[config.mk]
export PLATFORM = sky130hd
export DESIGN_NAME = core_run_ctrl
export DESIGN_NICKNAME = d
export VERILOG_FILES = /design/src/rtl/core_run_ctrl.sv
export SDC_FILE = /design/constraint.sdc
export NUM_CORES = 1
export LEC_CHECK = 0
export ABC_AREA = 1
export BUFFER_PORTS_ARGS = -buffer_cell sky130_fd_sc_hd__buf_2
export CORE_ASPECT_RATIO = 0.75
export CORE_MARGIN = 3
export CORE_UTILIZATION = 50
export DETAILED_ROUTE_END_ITERATION = 10
export GPL_ROUTABILITY_DRIVEN = 0
export PLACE_DENSITY = 0.81
export SLEW_MARGIN = 0
export SYNTH_ARGS = -nofsm -noshare
export SYNTH_HDL_FRONTEND = slang
export SYNTH_SLANG_ARGS = --single-unit
[constraint.sdc]
create_clock -name clk_i -period 2.3 [get_ports clk_i]
set_input_delay 0.345 -clock clk_i [delete_from_list [all_inputs] [get_ports clk_i]]
set_output_delay 0.345 -clock clk_i [all_outputs]
set_load 0.1 [all_outputs]
[src/rtl/core_run_ctrl.sv]
// Run/step/halt sequencer that drives the enable and reset of a single-cycle core.
// Optional breakpoint support is compiled in with `define CORE_RUN_CTRL_BREAKPOINT_EN.
module core_run_ctrl #(
    parameter int PC_W    = 9,
    parameter int STEP_W  = 8,
    parameter int CNT_W   = 16,
    parameter int RST_CYC = 2
) (
    input  logic              clk_i,
    input  logic              rst_i,
    input  logic              run_i,
    input  logic              step_i,
    input  logic [STEP_W-1:0] step_n_i,
    input  logic              halt_i,
    input  logic              soft_rst_i,
    input  logic [PC_W-1:0]   pc_i,
`ifdef CORE_RUN_CTRL_BREAKPOINT_EN
    input  logic [PC_W-1:0]   bp_addr_i,
    input  logic              bp_valid_i,
    output logic              bp_hit_o,
`endif
    output logic              core_en_o,
    output logic              core_rst_o,
    output logic [1:0]        state_o,
    output logic [CNT_W-1:0]  instr_cnt_o
);

    localparam int RC_W = (RST_CYC > 1) ? $clog2(RST_CYC) : 1;
    localparam logic [RC_W-1:0] RC_LAST = RC_W'(RST_CYC - 1);

    typedef enum logic [1:0] {
        ST_IDLE  = 2'b00,
        ST_RUN   = 2'b01,
        ST_STEP  = 2'b10,
        ST_RESET = 2'b11
    } state_t;

    state_t            state_q, state_d;
    logic [STEP_W-1:0] rem_q, rem_d;
    logic [RC_W-1:0]   rst_cnt_q, rst_cnt_d;
    logic [CNT_W-1:0]  cnt_q, cnt_d;
    logic              core_rst_q, core_rst_d;
    logic              active;
    logic              bp_match;
    logic              core_en;

    assign active = (state_q == ST_RUN) || (state_q == ST_STEP);

`ifdef CORE_RUN_CTRL_BREAKPOINT_EN
    logic first_q, first_d;
    logic bp_hit_q, bp_hit_d;

    // Suppressing the match in the first enabled cycle lets a resume step past the breakpoint.
    assign bp_match = bp_valid_i && (pc_i == bp_addr_i) && active && !first_q;
    assign first_d  = !active;

    always_comb begin
        bp_hit_d = bp_hit_q;
        if (soft_rst_i) begin
            bp_hit_d = 1'b0;
        end else if (bp_match && !halt_i) begin
            bp_hit_d = 1'b1;
        end else if (run_i || step_i) begin
            bp_hit_d = 1'b0;
        end
    end

    always_ff @(posedge clk_i or negedge rst_i) begin
        if (!rst_i) begin
            first_q  <= 1'b1;
            bp_hit_q <= 1'b0;
        end else begin
            first_q  <= first_d;
            bp_hit_q <= bp_hit_d;
        end
    end

    assign bp_hit_o = bp_hit_q;
`else
    logic unused_pc;
    assign unused_pc = ^pc_i;
    assign bp_match  = 1'b0;
`endif

    assign core_en = active && !bp_match;

    always_comb begin
        state_d   = state_q;
        rem_d     = rem_q;
        rst_cnt_d = rst_cnt_q;
        cnt_d     = cnt_q;

        if (core_en && (cnt_q != {CNT_W{1'b1}})) begin
            cnt_d = cnt_q + 1'b1;
        end
        if (core_en && (state_q == ST_STEP)) begin
            rem_d = rem_q - 1'b1;
        end

        if (soft_rst_i) begin
            state_d   = ST_RESET;
            rst_cnt_d = '0;
            rem_d     = '0;
            cnt_d     = '0;
        end else begin
            case (state_q)
                ST_IDLE: begin
                    if (halt_i) begin
                        state_d = ST_IDLE;
                    end else if (run_i) begin
                        state_d = ST_RUN;
                    end else if (step_i) begin
                        state_d = ST_STEP;
                        rem_d   = (step_n_i == '0) ? STEP_W'(1) : step_n_i;
                    end
                end
                ST_RUN: begin
                    if (halt_i || bp_match) begin
                        state_d = ST_IDLE;
                    end
                end
                ST_STEP: begin
                    if (halt_i || bp_match) begin
                        state_d = ST_IDLE;
                        rem_d   = '0;
                    end else if (rem_q <= STEP_W'(1)) begin
                        state_d = ST_IDLE;
                        rem_d   = '0;
                    end
                end
                default: begin
                    cnt_d = '0;
                    if (rst_cnt_q == RC_LAST) begin
                        state_d = ST_IDLE;
                    end else begin
                        rst_cnt_d = rst_cnt_q + 1'b1;
                    end
                end
            endcase
        end

        core_rst_d = (state_d == ST_RESET);
    end

    always_ff @(posedge clk_i or negedge rst_i) begin
        if (!rst_i) begin
            state_q    <= ST_IDLE;
            rem_q      <= '0;
            rst_cnt_q  <= '0;
            cnt_q      <= '0;
            core_rst_q <= 1'b0;
        end else begin
            state_q    <= state_d;
            rem_q      <= rem_d;
            rst_cnt_q  <= rst_cnt_d;
            cnt_q      <= cnt_d;
            core_rst_q <= core_rst_d;
        end
    end

    assign core_en_o   = core_en;
    assign core_rst_o  = core_rst_q;
    assign state_o     = state_q;
    assign instr_cnt_o = cnt_q;

endmodule

==> summary.txt <==
Die
  – Die Ht: 60.7 um
  – Num ports: 43
  – Core ar.: 3760 sq um
  – Starting Density: 53.1%
  – Std cell rows: 19
  – Die ar.: 4790 sq um
  – Die width: 78.9 um

Clock network
  – CTS tree: built
  – Hold_buf cts: 0
  – Postcts setup bufs: 0
  – Inserted Clock Buffers: 3
  – Clock Sinks: 28
  – Max Root-Sink Buffers: 2
  – Post-CTS sizing: 0
  – Root buf cell: clkbuf_8
  – Clock-pin slew on the worst setup and hold paths: 0.10 ns
  – Clock Latency Late Sink: 0.28 ns
  – H-tree depth: 1

Timing
  – Final Max Slew Viols: 0
  – Crit path time final: 1.99 ns
  – Slew HR: 56.4%
  – Hold Fails Final Rpt: 0
  – Total negative slack: 0 ns
  – Post-route setup slack: 0.306 ns
  – Final setup skew: 0.00436 ns
  – Final setup violation count: 0
  – Final worst-path cycle share: 86.7%
  – Slew @ Worst Pin: 0.654 ns
  – Unrepaired setup endpoints after global routing: false
  – Max Fclk: 0.502 GHz

Critical path
  – Maximum fanout along the worst path: 5
  – CP required: 1.96 ns
  – Startpoint Class: flip-flop
  – Worst setup EP type: output port
  – Critical path class: flip-flop to output port
  – Slowest cell on the critical path: buf_2
  – Slowest stage delay, CP: 0.44 ns
  – Critical path, cell by cell: inv_1, ha_2, buf_2
  – WP data arrival: 1.65 ns

Synthesis
  – Yosys reg bits: 28
  – Sequential share of the synthesized area: 35.1%
  – Post-Syn Area: 1990 sq um
  – Mean post-synth cell area: 6.88 sq um
  – Unique masters post-synth: 26
  – Synth Warn #: 0
  – Cells after synthesis: 290
  – Syn Nets: 320
  – Yosys top cell area share: 35.1%
  – Largest cells by area after synthesis: dfrtp_1 (35%), nand2_1 (16%), inv_1 (7.5%)
  – Post-synth top area cell: dfrtp_1

Finish
  – Register Area: 706 sq um
  – Finished Cell Area: 2240 sq um
  – Final net count: 352
  – Footprint of the multi-input gates: 1080 sq um
  – Ant. Diodes: 0
  – Non-filler cells, final: 373
  – Fill count: 370
  – Layout cell share with drive strength beyond 1: 16.8%
  – Layout area overhead: 12.2%

Global routing
  – Largest net degree at the start of global routing: 29
  – First-pass GRT wire length: 7.62 mm
  – Grt total ovfl: 0
  – Total GRT Usage: 20.5%
  – Antenna violations before repair: 0
  – Vias in the first global route: 1630

Detailed routing
  – DRC: 0
  – Via Count: 1921
  – Antenna-violating nets left: 0
  – Routed WL: 4.72 mm
  – Drt pass-1 iters: 5
  – Initial DRC Count: 222
  – Drt wl/cell: 12.7 um
  – Drt via density: 5.15

Job
  – Max_cap viols: 0

Pwr
  – Pwr dens: 685 nW/um^2
  – Int Pwr: 854 uW
  – VDD IR max: 369 uV
  – Clock Power Share: 20.7%
  – Sequential Power Share: 37.7%
  – Net Switching: 679 uW
  – Leakage power: 0.00118 uW
  – Power share of the combinational group: 41.6%
  – Switching power share of the total: 44.3%

Place
  – Detail Placement HPWL: 3.52 mm
  – Area post-placement: 2180 sq um
  – Total placed cells including tap cells: 369
  – Count of input and output buffers: 33
  – Dpl ws: 0.445 ns

Outcome
  – Outcome: completed

Worst hold path
  – Worst hold path class: input port to asynchronous set/reset pin
-- flip-flops by register name (all words and copies together), names as in the netlist --
| name | count |
|---|---|
| rst_cnt_q | 1 |
| instr_cnt_o | 16 |
| rem_q | 8 |
| core_rst_o | 1 |
| state_o | 2 |
-- critical path: cells and delay by family, from the launching register on --
kind	cells	cell delay, ns
adders and majority gates	1	0.40
buffers and inverters	2	0.54
DFF	1	0.42
-- metrics by stage --
step	util, %	hold slack (ns)	total power [uW]
5_1_grt	59.6	0.113	1620
3_5_place_dp	58.1	0.407	1220
4_1_cts	59.6	0.0989	1540
2_1_floorplan	-	0.0494	1110
3_3_place_gp	58.1	0.407	1200
6_report	59.6	0.0801	1530
-- per-layer routing --
metal | share of wire [%] | track usage (%) | vias up
li1 | - | - | 972
met1 | 51 | 31.1 | 879
met2 | 42 | 30.4 | 68
met3 | 6.5 | 3.86 | 2
met4 | 0.64 | 4.66 | 0
met5 | 0 | 0 | -
-- cell type report --
| cell class | count | share of cell area [%] |
|---|---|---|
| multi-input combinational | 214 | 48.5 |
| inverter | 42 | 7.27 |
| tap | 52 | 2.91 |
| sequential | 28 | 31.5 |
| clock buffer | 4 | 2.46 |
| timing repair buffer | 33 | 7.38 |
-- final timing paths --
path,from,endpoint,slack [ns],cells past startpoint
max in group asynchronous,rst_i,instr_cnt_o[1],1.75,1
setup reg to reg,instr_cnt_o[0],instr_cnt_o[13],0.40,9
setup / recovery,state_o[1],core_en_o,0.31,3
hold reg to reg,rst_cnt_q,rst_cnt_q,0.56,2
hold / removal,rst_i,instr_cnt_o[12],0.08,1
min in group clk_i,step_n_i[6],rem_q[6],0.32,3
-- power by group through the flow --
stage,combinational [uW],clock [uW],sequential [uW]
after floorplan,402,0,703
after global routing,699,341,584
final,638,317,579
after global placement,619,0,586
after CTS,633,325,578
after detailed placement,631,0,587
-- cell usage in the layout (no fill, tap or decap), drive strengths merged --
cell type	netlist	layout
dfrtp	28	28
clkinv	1	1
nor3	6	6
clkbuf	2	4
a21oi	15	15
nand4	5	5
nand3	16	16
o21bai	3	3
xor2	13	13
nor2	41	41
buf	4	33
a31o	1	1
ha	7	7
o211ai	1	1
nand2	87	87
and2	2	2
o31ai	2	2
o21ai	15	15
inv	41	41
-- cell usage after synthesis --
library cell,count
a31o_2,1
o31ai_1,2
buf_12,1
nand3_1,16
nand2_4,1
nor2_2,2
ha_1,7
dfrtp_1,28
nand2_1,86
a21oi_1,15
o211ai_1,1
o21ai_0,9
xor2_1,13
o21bai_1,3
o21ai_2,5
nand4_1,5
and2_1,2
o21ai_4,1
inv_1,40
buf_6,1
clkinv_4,1
nor2_1,39
inv_2,1
nor3_1,6
clkbuf_1,2
buf_2,2
-- logic make-up (layout without fill, tap and decap cells) --
kind of cell	after synthesis	in the layout	share of synthesized area (%)
flops	28	28	35.1
simple gates	157	157	32.4
xor+xnor	13	13	5.71
fa+ha+maj	7	7	4.39
compound gates	37	37	11.7
buf+inv	48	79	10.6
No activity file was read; power rests on OpenSTA's default activity.
